$ cat config.mk
export PLATFORM = sky130hd
export DESIGN_NAME = biker_move
export DESIGN_NICKNAME = d
export VERILOG_FILES = /design/src/rtl/biker_move.sv
export SDC_FILE = /design/constraint.sdc
export NUM_CORES = 1
export LEC_CHECK = 0
export ABC_CLOCK_PERIOD_IN_PS = 3520
export BUFFER_PORTS_ARGS = -buffer_cell sky130_fd_sc_hd__buf_4
export CORE_UTILIZATION = 40
export DETAILED_ROUTE_END_ITERATION = 7
export REMOVE_ABC_BUFFERS = 1
export SLEW_MARGIN = 15
export SYNTH_ARGS = -nofsm -noshare
export SYNTH_HDL_FRONTEND = slang
export SYNTH_SLANG_ARGS = --single-unit
$ cat constraint.sdc
create_clock -name clk -period 3.52 [get_ports clk]
set_input_delay 0.704 -clock clk [delete_from_list [all_inputs] [get_ports clk]]
set_output_delay 0.704 -clock clk [all_outputs]
set_load 0.02 [all_outputs]
$ cat src/rtl/biker_move.sv
// biker_move: per-frame biker position/pose controller (keys, collision, startOfFrame in; topLeftX/Y, turnLeft/Right, bouncing out)
module biker_move #(
  parameter int INITIAL_X     = 304,
  parameter int INITIAL_Y     = 400,
  parameter int X_SPEED       = 4,
  parameter int X_MIN         = 0,
  parameter int X_MAX         = 608,
  parameter int Y_MIN         = 0,
  parameter int Y_MAX         = 448,
  parameter int BOUNCE_PIXELS = 16,
  parameter int BOUNCE_FRAMES = 8
) (
  input  logic        clk,
  input  logic        reset,
  input  logic        startOfFrame,
  input  logic        leftPressed,
  input  logic        rightPressed,
  input  logic        collision,
  input  logic [3:0]  HitEdgeCode,
  output logic [10:0] topLeftX,
  output logic [10:0] topLeftY,
  output logic        turnLeft,
  output logic        turnRight,
  output logic        bouncing
);
  typedef enum logic [1:0] {STRAIGHT, LEFT, RIGHT, BOUNCE} state_t;
  localparam logic signed [11:0] XS  = 12'(X_SPEED);
  localparam logic signed [11:0] BP  = 12'(BOUNCE_PIXELS);
  localparam logic signed [11:0] XLO = 12'(X_MIN);
  localparam logic signed [11:0] XHI = 12'(X_MAX);
  localparam logic signed [11:0] YLO = 12'(Y_MIN);
  localparam logic signed [11:0] YHI = 12'(Y_MAX);
  state_t state_q, state_d;
  logic [10:0] x_q, x_d, y_q, y_d;
  logic [3:0] hit_q, hit_d;
  logic [7:0] cnt_q, cnt_d;
  logic key_l, key_r, in_bounce, bounce_now;
  logic signed [11:0] dx, dy, xs, ys, xcl, ycl;
  always_comb begin
    key_l      = leftPressed & ~rightPressed;
    key_r      = rightPressed & ~leftPressed;
    in_bounce  = state_q == BOUNCE;
    bounce_now = !in_bounce && hit_q != 4'b0;
    dx  = in_bounce ? 12'sd0 : bounce_now ? (hit_q[3] ? BP : 12'sd0) - (hit_q[1] ? BP : 12'sd0) :
          key_l ? -XS : key_r ? XS : 12'sd0;
    dy  = bounce_now ? (hit_q[2] ? BP : 12'sd0) - (hit_q[0] ? BP : 12'sd0) : 12'sd0;
    xs  = $signed({1'b0, x_q}) + dx;
    ys  = $signed({1'b0, y_q}) + dy;
    xcl = xs < XLO ? XLO : xs > XHI ? XHI : xs;
    ycl = ys < YLO ? YLO : ys > YHI ? YHI : ys;
  end
  always_comb begin
    state_d = state_q;
    x_d     = x_q;
    y_d     = y_q;
    cnt_d   = cnt_q;
    hit_d   = hit_q | ((collision && !in_bounce) ? HitEdgeCode : 4'b0);
    if (startOfFrame) begin
      hit_d = (collision && !in_bounce) ? HitEdgeCode : 4'b0;
      x_d   = xcl[10:0];
      y_d   = ycl[10:0];
      if (in_bounce) begin
        state_d = cnt_q == 8'd0 ? STRAIGHT : BOUNCE;
        cnt_d   = cnt_q == 8'd0 ? cnt_q : cnt_q - 8'd1;
      end else if (bounce_now) begin
        state_d = BOUNCE;
        cnt_d   = 8'(BOUNCE_FRAMES - 1);
      end else begin
        state_d = key_l ? LEFT : key_r ? RIGHT : STRAIGHT;
      end
    end
  end
  always_ff @(posedge clk) begin
    if (reset) begin
      state_q <= STRAIGHT;
      x_q     <= 11'(INITIAL_X);
      y_q     <= 11'(INITIAL_Y);
      hit_q   <= 4'b0;
      cnt_q   <= 8'd0;
    end else begin
      state_q <= state_d;
      x_q     <= x_d;
      y_q     <= y_d;
      hit_q   <= hit_d;
      cnt_q   <= cnt_d;
    end
  end
  assign topLeftX  = x_q;
  assign topLeftY  = y_q;
  assign turnLeft  = state_q == LEFT;
  assign turnRight = state_q == RIGHT;
  assign bouncing  = state_q == BOUNCE;
endmodule

======== Word level (Yosys, flattened, before mapping) ========
Index checks and enable logic that the tools add are counted.
operators by class
  $add $sub $neg .......................... 5
  $mul .................................... 0
  div/mod/pow operators ................... 0
  $lt $le $gt $ge ......................... 4
  equal/unequal tests ..................... 4
  shift operators ......................... 0
  multiplexer cells ....................... 23
  bitwise gates (word level) .............. 5
  reduce and logical (&&, ||, !) cells .... 7
operators with widths
  kind                                                                            number
  12-bit two-way mux                                                              4
  11-bit two-way mux                                                              4
  12-bit adder                                                                    2
  12-bit by 1-bit less-than comparator with 1-bit output (second input constant)  2
  8-bit two-way mux                                                               3
  5-bit two-way mux                                                               4
  12-bit by 10-bit > comparator with 1-bit output (second input constant)         1
  12-bit by 11-bit > comparator with 1-bit output (second input constant)         1
  5-bit by 5-bit subtractor with 6-bit output                                     2
  2-bit two-way mux                                                               5
  8-bit logical NOT                                                               1
  4-bit two-way mux                                                               2
  8-bit by 1-bit subtractor with 8-bit output (second input constant)             1
  2-bit equality test (second input constant)                                     2
  4-bit OR                                                                        1
  4-bit nonzero test                                                              1
  3-bit two-way mux                                                               1
  3-bit AND reduction                                                             1
  1-bit AND                                                                       2
  2-bit by 1-bit equality test with 1-bit output (second input constant)          1
  1-bit logical AND                                                               2
  2-bit != test (second input constant)                                           1
  1-bit inverter                                                                  2
  2-bit nonzero test                                                              1
  1-bit logical NOT                                                               1
storage, ports and cells
  register bits after elaboration ......... 36
  bits in latches ......................... 0
  RAM bits ................................ 0
  bits in read-only memories .............. 0
  input bits .............................. 10
  logic and storage cells ................. 53
  memories kept ........................... 0

======== Longest topological paths before layout ========
Gate-level depths: netlist of the first run.
  depth after elaboration ................. 10
  gate-level depth with buffers ........... 12
  gate-level depth less buffers ........... 12

======== Least setup slack after synthesis of the first run ========
No wires, ideal clock.
  kind .................................... in2reg
  from .................................... input port rightPressed
  to ...................................... register x_q[2] (netlist: topLeftX[2])
  library setup time ...................... 0.061 ns
  arrival time ............................ 3.235 ns
  required time ........................... 3.459 ns
  slack ................................... 0.224 ns
  cell stages on the path ................. 11
  buffers on the path ..................... 0
  cell sequence ........................... inv_1 > ha_1 > and3_1 > or2_2 > ha_1 > nand2_1 > o31ai_1 > xor2_1 > a311o_1 > a21oi_1 > a32o_1
between the ends
  word-level cells in the longest chain between the ends .. 9
  elaborated cells on any way between the ends .. 12
  classes of those cells .................. 1 x add/sub; 2 x order compare; 6 x mux; 3 x bitwise
ends and longest elaborated chain
  what                                             RTL line  source
  start, declared                                  17        input logic rightPressed,
  1-bit AND or 1-bit inverter (tied branches)      41, 40
  3-bit two-way mux or 1-bit AND (tied branches)   45, 40
  12-bit two-way mux (*)                           45        key_l ? -XS : key_r ? XS : 12'sd0;
  12-bit two-way mux (*) (2 in series)             44        dx = in_bounce ? 12'sd0 : bounce_now ? (hit_q[3] ? BP : 12'sd0) - (hit_q[1] ? BP : 12'sd0) :
  12-bit adder (*)                                 47        xs = $signed({1'b0, x_q}) + dx;
  12-bit by 11-bit > comparator with 1-bit output  49        xcl = xs < XLO ? XLO : xs > XHI ? XHI : xs;
  11-bit two-way mux                               49
  11-bit two-way mux (*)                           49
  end signal, assigned                             76        x_q <= 11'(INITIAL_X);
  end, declared                                    34        logic [10:0] x_q, x_d, y_q, y_d;
Mark *: on every way between the ends. The rest lies on a longest branch, timed or not.
A chain may end at the register's enable or synchronous reset.

======== Final worst setup path of the first run ========
  from .................................... register hit_q[1]
  to ...................................... register x_q[7] (netlist: topLeftX[7])
between the ends
  word-level cells in the longest chain between the ends .. 8
  elaborated cells on any way between the ends .. 11
  classes of those cells .................. 2 x add/sub; 2 x order compare; 5 x mux; 2 x reduce/logical
ends and longest elaborated chain
  what                                                                              RTL line  source
  start, declared                                                                   35        logic [3:0] hit_q, hit_d;
  start signal, assigned                                                            84        hit_q <= hit_d;
  5-bit two-way mux or 4-bit nonzero test (tied branches)                           44, 43
  5-bit by 5-bit subtractor with 6-bit output or 1-bit logical AND (tied branches)  44, 43
  12-bit two-way mux (*) (2 in series)                                              44
  12-bit adder (*)                                                                  47
  12-bit by 11-bit > comparator with 1-bit output                                   49
  11-bit two-way mux                                                                49
  11-bit two-way mux (*)                                                            49
Marked as above.

==> results.md, run 1 <==
* R2r setup slk at 120 ps
* Worst Tran Pin Value at 898 ps
* Worst hold path type: register to register
* DR pass1 iterations at 4
* Worst Hold Launch: state_q[1]
* Pwr Density at 448 nW/um^2
* Max-slew violation count at 0
* Post-synthesis mux area share at 0.0200
* Outcome: finished, final reports clean
* Clock Path Buffers at 2
* CP required at 3700 ps
* Synthesized area at 2190 sq um
* Min Tclk post-route at 3400 ps
* Worst setup path class: register to register
* Adder-Cell Fraction of Synth Area at 0.138
* Sequential share of the synthesized area at 0.274
* Synth top cells by count: dfxtp_1 (30), nor2_1 (26), nand2_1 (22)
* Die ar. at 5770 sq um
* WHS Path Cells at 2
* Max cap viols at 0
* Mean Syn Cell Area at 8.55 sq um
* Setup_tns at 0 ps
* RePlAce Congestion at 0.823
* First-pass GRT wire length at 8600 microns
* Die height at 76.0 microns
* Setup Skew at 4.72 ps
* Core area at 5170 sq um
* Fmax at 0.294 GHz
* Endpoint type of the worst setup path: register
* Reg2reg end: topLeftX[7]
* Final setup viols at 0
* Clk Tree Root Cell: clkbuf_8
* Crit path max fanout at 6
* Synth Area in XOR/XNOR at 0.0560
* Yosys warns at 0
* Share of cells above drive strength 1 at 0.228
* Post-DR vias/cell at 5.35
* CTS tree: built
* Synth Instances at 256
* Row cnt at 26
* Routed WL at 5020 microns
* Gr usage total at 0.183
* I/O pins at 35
* # diodes at 0
* Vias in the first global route at 1904
* Post-synth ARST share at 0
* Worst hold slack at 474 ps
* Detailed placement HPWL at 3790 microns
* Main combinational cell family by area after synthesis: compound AO/OA/AOI/OAI gates
* Worst path slowest cell: or4b_2
* Post-DR wirelength/cell at 13.6 microns
* Net count reported at finish at 330
* Worst path cell trace: or4_4 > and3_4 > or2_2 > ha_4 > o21ai_0 > or4b_2 > nand4_1 > a311o_1 > a21oi_1 > buf_4 > a32o_1
* Total Power at 0.00119 W
* Starting density of the core at 0.423
* Leakage power at 1.23 nW
* H-Tree Depth at 2
* Final instance area at 2660 sq um
* End of the worst hold path: state_q[1]
* Synth Flop Type: dfxtp_1
* Hold Buf Count CTS at 0
* Max IR drop VDD at 0.246 mV
* Register bit count reported by yosys at 30
* Post-synth top area share at 0.274
* GRT overflow at 0
* Antenna violations before repair at 0
* Antenna viol nets, final at 0
* Reg2reg start: hit_q[1]
* Port Buffers at 28
* Placed Area at 2530 sq um
* Remaining DRCs at 0
* Top-count cell post-synth: dfxtp_1
* Post-synth top area cell: dfxtp_1
* Synth Area in Compound Gates at 0.251
* Clk pin slew, worst setup/hold paths at 70 ps
* Largest stage delay on the critical path at 610 ps
* Final worst-path cycle share at 0.966
* Iteration-0 DRC count of the detailed router at 73
* Die Wd at 76.0 microns
* EDFF count, synth at 0
* FF-to-FF path depth at 11
* Number of buffers created by CTS at 5
* Clock sink total at 30
* Max-slew headroom at 0.399
* Post-Synth Simple-Gate Area at 0.206
* Synth-to-layout area growth at 21.6%
* Worst skew pair latency at 280 ps
* Crit path launch type: register
* Area contributors post-synth: dfxtp_1 (27%), ha_1 (12%), nor2_1 (4.5%)
* Via count at 1967
* Signal arrival time at the worst endpoint at 3580 ps
* Final Hold Viols at 0
* Largest net degree at the start of global routing at 21
* Yosys cell types at 62
-- report_power, final --
part | internal, W | leakage (nW) | total (W) | switching, W
Sequential | 0.000375 | 0.246 | 0.000415 | 0.0000396
Clock | 0.000157 | 0.0472 | 0.000295 | 0.000138
Combinational | 0.000220 | 0.932 | 0.000483 | 0.000264
Total | 0.000752 | 1.23 | 0.00119 | 0.000441
-- layout make-up --
type,count,area (sq um)
timing repair buffer,39,293
inverter,14,52.6
clock inverter,2,12.5
multi-input combinational,207,1530
sequential,30,601
clock buffer,6,82.6
tap,70,87.6
fill,482,2510
-- what timing repair did --
| action | in CTS | in global routing |
|---|---|---|
| setup endpoints to repair | 0 | 7 |
| resized for setup | 0 | 5 |
| buffers inserted | 0 | 0 |
-- per-stage QoR --
stage / util / worst slack [ps] / cells
after floorplan: - / 222 / 251
after global placement: 0.488 / 53.6 / 360
after detailed placement: 0.488 / 13.0 / 360
after CTS: 0.507 / 117 / 368
after global routing: 0.514 / -23.5 / 368
final: 0.514 / 118 / 368
-- layer usage --
layer  GRT usage  up-vias  share of wire
met3      0.0482        5          0.051
met1       0.248      913           0.50
met2       0.282       49           0.44
li1            -     1000              -
met5           0        -              0
met4      0.0577        0         0.0094
-- cells in the final DEF, fill, tap and decap left out, types with 3 or more instances in the layout --
master	count
a211oi_1	5
a21o_1	6
a21oi_1	17
a22o_1	3
a32o_1	3
and2_1	5
and3_1	3
buf_4	39
clkbuf_8	6
conb_1	6
dfxtp_1	30
ha_1	19
inv_1	14
nand2_1	21
nand2b_1	4
nor2_1	26
nor2b_1	7
o21ai_0	15
xnor2_1	6
xor2_1	8
-- logic make-up (layout without fill, tap and decap cells) --
kind of cell    after synthesis  in the layout
xor+xnor                     14             14
mux                           3              3
simple gates                 87             87
other cells                   1              6
buf+inv                      24             61
flops                        30             30
compound gates               74             74
fa+ha+maj                    23             23
-- worst max-delay path: cells and delay by family (launching register included) --
kind	cells	cell delay, ps
buffers and inverters	1	170
AOI/OAI and AO/OA	4	550
and+or+nand+nor	5	1880
adders and majority gates	1	320
DFF	1	360
-- worst max path at each step --
| stage | slack [ps] | endpoint | startpoint | cells after the start |
|---|---|---|---|---|
| 5_1_grt | -20 | topLeftX[7] | hit_q[1] | 11 |
| 3_5_place_dp | 10 | topLeftX[7] | leftPressed | 12 |
| 4_1_cts | 120 | topLeftX[7] | hit_q[1] | 11 |
| 2_1_floorplan | 220 | topLeftX[2] | rightPressed | 11 |
| 6_report | 120 | topLeftX[7] | hit_q[1] | 11 |
| 3_3_place_gp | 50 | topLeftX[7] | leftPressed | 12 |
-- flip-flops by register name, summed over array words and instances (netlist names) --
register	flops
cnt_q	8
topLeftX	9
topLeftY	7
hit_q	4
state_q	2
Power figures use the tool's default switching activity.
==> run 2: changes to the inputs <==
==> constraint.sdc (replaced) <==
create_clock -name clk -period 3.52 [get_ports clk]
set_input_delay 0.352 -clock clk [delete_from_list [all_inputs] [get_ports clk]]
set_output_delay 0.352 -clock clk [all_outputs]
set_load 0.02 [all_outputs]
==> run 2 against run 1 <==
Compared with the run above:
- clock skew is 4.3 ps higher
- routed wire length is 1.8% lower
- core utilization is 0.77 points lower
- sequential cell count stayed put
- combinational power is 3% lower
- sequential share of layout area is 0.35 points higher
- fmax is 1.8% higher
- critical path type unchanged
- largest cell class unchanged
==> results.md, run 2 (synthesized netlist as in run 1, its figures left out) <==
* Outcome: finished, final reports clean
* CTS tree: built
* Endpoint type of the worst setup path: register
* Signal arrival time at the worst endpoint at 3520 ps
* Pwr Density at 452 nW/um^2
* Post-DR vias/cell at 5.23
* Setup Skew at 9.01 ps
* Worst Tran Pin Value at 963 ps
* DR pass1 iterations at 4
* Synth-to-layout area growth at 19.7%
* Pint at 0.000739 W
* Crit path launch type: register
* RePlAce Congestion at 0.832
* Number of buffers created by CTS at 5
* Core area at 5170 sq um
* Placed Area at 2470 sq um
* Leakage power at 1.19 nW
* Switching pwr at 0.000445 W
* Die height at 76.0 microns
* CP required at 3700 ps
* Most frequent cells in the layout: buf_4 (32), dfxtp_1 (30), nor2_1 (26)
* Max-slew violation count at 0
* Reg power frac at 0.350
* First-pass GRT wire length at 8170 microns
* Clk pwr share at 0.255
* Post-DR wirelength/cell at 13.6 microns
* Finished Layout Cells at 361
* Clk pin slew, worst setup/hold paths at 80 ps
* Worst skew pair latency at 290 ps
* Clock sink total at 30
* Min Tclk post-route at 3340 ps
* Die ar. at 5770 sq um
* Post-CTS setup buffers at 0
* Antenna violations before repair at 0
* Final Hold Viols at 0
* Remaining DRCs at 0
* Clock Path Buffers at 2
* Crit path max fanout at 6
* Gr usage total at 0.177
* Share of cells above drive strength 1 at 0.210
* Largest register FFs at 9
* Worst path cell trace: or4_4 > and3_4 > or2_4 > ha_4 > o21ai_0 > or4b_2 > nand4_1 > a311o_1 > a21oi_1 > buf_4 > a32o_1
* Final setup viols at 0
* Vias in the first global route at 1737
* # diodes at 0
* Pre-CTS setup slack at 92.1 ps
* Worst hold path type: input port to register
* Net count reported at finish at 323
* Utilization after layout at 0.507
* Worst setup margin at 179 ps
* Placed insts at 353
* GRT overflow at 0
* Largest net degree at the start of global routing at 21
* Clk Tree Root Cell: clkbuf_8
* Proportion of power drawn by combinational gates at 0.395
* Die Wd at 76.0 microns
* H-Tree Depth at 2
* Fmax at 0.299 GHz
* Detailed placement HPWL at 3670 microns
* Antenna viol nets, final at 0
* Iteration-0 DRC count of the detailed router at 66
* Worst path slowest cell: or4b_2
* Final worst-path cycle share at 0.949
* Sw Ratio at 0.376
* Largest stage delay on the critical path at 620 ps
* Buf/Inv on CP at 1
* Max cap viols at 0
* Max IR drop VDD at 0.215 mV
* Crit-path leading delay family: simple AND/OR/NAND/NOR gates
* Max-slew headroom at 0.356
* Commonest non-fill, non-tap cell in the layout: buf_4
* Port Buffers at 28
* Via count at 1887
* Final instance area at 2620 sq um
* Row cnt at 26
* I/O pins at 35
* Starting density of the core at 0.423
* Worst setup path class: register to register
* Routed WL at 4920 microns
-- run 2: worst register-to-register path: stages (launching register included) --
cell and delay (ps):
dfxtp_1 350, or4_4 550, and3_4 200, or2_4 280
ha_4 300, o21ai_0 130, or4b_2 620, nand4_1 160
a311o_1 140, a21oi_1 70, buf_4 170, a32o_1 250
-- run 2: power by group through the flow --
stage                     Clock (W)  Sequential [W]  Combinational (W)
after floorplan                   0        0.000433           0.000298
after global placement            0        0.000418           0.000447
after detailed placement          0        0.000418           0.000447
after CTS                  0.000307        0.000411           0.000450
after global routing       0.000325        0.000420           0.000520
final                      0.000302        0.000414           0.000467
-- run 2: final cells by class --
cell class,instances,area (sq um)
clock buffers,6,82.6
fillers,510,2550
well taps,70,87.6
clock inverters,2,12.5
repair buffers,32,240
flip-flops and latches,30,601
multi-input cells,207,1540
inverters,14,52.6
-- run 2: worst paths after layout --
check / startpoint / endpoint / slack, ps / depth (start not counted)
hold reg to reg: state_q[1] / state_q[1] / 480 / 2
setup reg to reg: hit_q[1] / topLeftX[7] / 180 / 11
setup / recovery: hit_q[1] / topLeftX[7] / 180 / 11
hold / removal: HitEdgeCode[3] / hit_q[3] / 280 / 2
-- run 2: metal layers --
| metal | routed length [microns] | GRT usage | vias to the layer above |
|---|---|---|---|
| met4 | 30 | 0.0462 | 0 |
| met5 | 0 | 0 | - |
| li1 | - | - | 982 |
| met3 | 223 | 0.0554 | 4 |
| met1 | 2560 | 0.251 | 864 |
| met2 | 2110 | 0.257 | 37 |
-- run 2: repair_timing --
item | 4_1_cts | 5_1_grt
resized for setup | 0 | 8
hold buffers | 0 | 0
endpoints found under the setup margin | 0 | 13
-- run 2: metrics by stage --
stage / power (W) / hold slack, ps / setup TNS, ps
3_5_place_dp: 0.000865 / 457 / 0
5_1_grt: 0.00126 / 261 / -239
3_3_place_gp: 0.000865 / 454 / 0
6_report: 0.00118 / 276 / 0
2_1_floorplan: 0.000732 / 417 / 0
4_1_cts: 0.00117 / 273 / 0
==> run 3: changes to the inputs <==
- CORE_UTILIZATION: 40 -> 35
==> run 3 against run 2 <==
Compared with the run above:
- sequential power about the same
- clock power down 6%
- non-clock buffer count increased by 3
- critical endpoint is now topLeftX[8]
- highest routed layer unchanged
- critical path type unchanged
==> results.md, run 3 (synthesized netlist as in run 1, its figures left out) <==
* Crit path launch type: register
* Worst Tran Pin Value at 950 ps
* Leakage power at 1.21 nW
* Worst hold slack at 288 ps
* CP required at 3720 ps
* Max IR drop VDD at 0.207 mV
* Post-DR vias/cell at 5.25
* Die height at 81.1 microns
* Share of cells above drive strength 1 at 0.207
* Most frequent cells in the layout: buf_4 (35), dfxtp_1 (30), nor2_1 (26)
* DR pass1 iterations at 4
* Setup_tns at 0 ps
* RSZ-0062 raised after global routing: no
* Origin of the worst setup path: hit_q[1]
* Routed WL at 4800 microns
* Clock sink total at 30
* Sw Ratio at 0.360
* Max cap viols at 0
* Number of buffers created by CTS at 5
* Placed Area at 2500 sq um
* Placed insts at 361
* Reg power frac at 0.355
* Remaining DRCs at 0
* Worst Hold Launch: HitEdgeCode[2]
* Max-slew headroom at 0.364
* Pint at 0.000746 W
* Reg2reg end: topLeftX[8]
* Outcome: finished, final reports clean
* Worst path slowest cell: or4_4
* Endpoint type of the worst setup path: register
* Largest register FFs at 9
* Utilization after layout at 0.438
* FF-to-FF path depth at 10
* # fillers at 596
* # diodes at 0
* Clk pin slew, worst setup/hold paths at 60 ps
* Post-CTS setup buffers at 0
* Finished Layout Cells at 369
* H-Tree Depth at 2
* Final Hold Viols at 0
* Crit-path leading delay family: simple AND/OR/NAND/NOR gates
* Synth-to-layout area growth at 20.0%
* Clock Path Buffers at 2
* First-pass GRT wire length at 7900 microns
* Gr usage total at 0.151
* Pwr Density at 444 nW/um^2
* Cts repair resizes at 0
* Iteration-0 DRC count of the detailed router at 41
* Crit path max fanout at 8
* Max-slew violation count at 0
* Antenna violations before repair at 0
* Port Buffers at 28
* Hold Buf Count CTS at 0
* WHS Path Cells at 2
* Final instance area at 2630 sq um
* End of the worst hold path: hit_q[2]
* Reg2reg start: hit_q[1]
* Commonest non-fill, non-tap cell in the layout: buf_4
* Clk Tree Root Cell: clkbuf_8
* Antenna viol nets, final at 0
* Signal arrival time at the worst endpoint at 3510 ps
* CTS tree: built
* Final setup viols at 0
* Detailed placement HPWL at 3670 microns
* Worst setup path class: register to register
* I/O pins at 35
* Die Wd at 81.1 microns
* Critical path's most frequent cell: a21o_1
* RePlAce Congestion at 0.827
* Worst path cell trace: or4_4 > and3_4 > or2_4 > ha_1 > a21o_1 > a21o_1 > a221oi_2 > mux2i_4 > nand2_2 > o31ai_2
* Core area at 5990 sq um
* Die ar. at 6570 sq um
* Largest stage delay on the critical path at 550 ps
* R2r setup slk at 220 ps
* Post-DR wirelength/cell at 13.0 microns
* Worst hold path type: input port to register
* Starting density of the core at 0.365
* Net count reported at finish at 326
* Proportion of power drawn by combinational gates at 0.402
* GRT overflow at 0
* Setup Skew at 6.41 ps
* Fmax at 0.303 GHz
* Switching pwr at 0.000420 W
* Row cnt at 28
* Min Tclk post-route at 3300 ps
* Final worst-path cycle share at 0.939
* Vias in the first global route at 1781
* Buf/Inv on CP at 0
* Worst skew pair latency at 280 ps
* Largest net degree at the start of global routing at 21
* Clk pwr share at 0.243
* Via count at 1938
[run 3: worst max path at each step]
stage	end	slack (ps)	depth (start not counted)
floorplan	topLeftX[2]	310	10
global placement	topLeftX[7]	160	11
detailed placement	topLeftX[7]	80	11
CTS	topLeftX[7]	80	11
global route	topLeftY[4]	70	12
finish	topLeftX[8]	220	10
[run 3: area by class of cell]
type,instances,area [sq um],area share
clock buffers,7,86.3,0.0329
clock inverters,1,5.00,0.00191
inverters,14,52.6,0.0200
multi-input cells,207,1520,0.581
flip-flops and latches,30,601,0.229
well taps,75,93.8,0.0357
repair buffers,35,263,0.100
[run 3: power by group through the flow]
stage          sequential, W  combinational, W  clock [W]
2_1_floorplan       0.000433          0.000298          0
3_3_place_gp        0.000419          0.000456          0
3_5_place_dp        0.000418          0.000457          0
4_1_cts             0.000412          0.000460   0.000289
5_1_grt             0.000418          0.000521   0.000308
6_report            0.000414          0.000469   0.000284
[run 3: through the flow]
| step | setup WS, ps | total power [W] |
|---|---|---|
| 4_1_cts | 77.8 | 0.00116 |
| 2_1_floorplan | 306 | 0.000732 |
| 3_3_place_gp | 163 | 0.000875 |
| 3_5_place_dp | 84.8 | 0.000876 |
| 5_1_grt | 66.3 | 0.00125 |
| 6_report | 215 | 0.00117 |
[run 3: metal layers]
metal | track usage | up-vias | share of wire
li1 | - | 994 | -
met1 | 0.201 | 906 | 0.51
met2 | 0.242 | 31 | 0.44
met3 | 0.0337 | 7 | 0.036
met4 | 0.0482 | 0 | 0.0096
met5 | 0 | - | 0
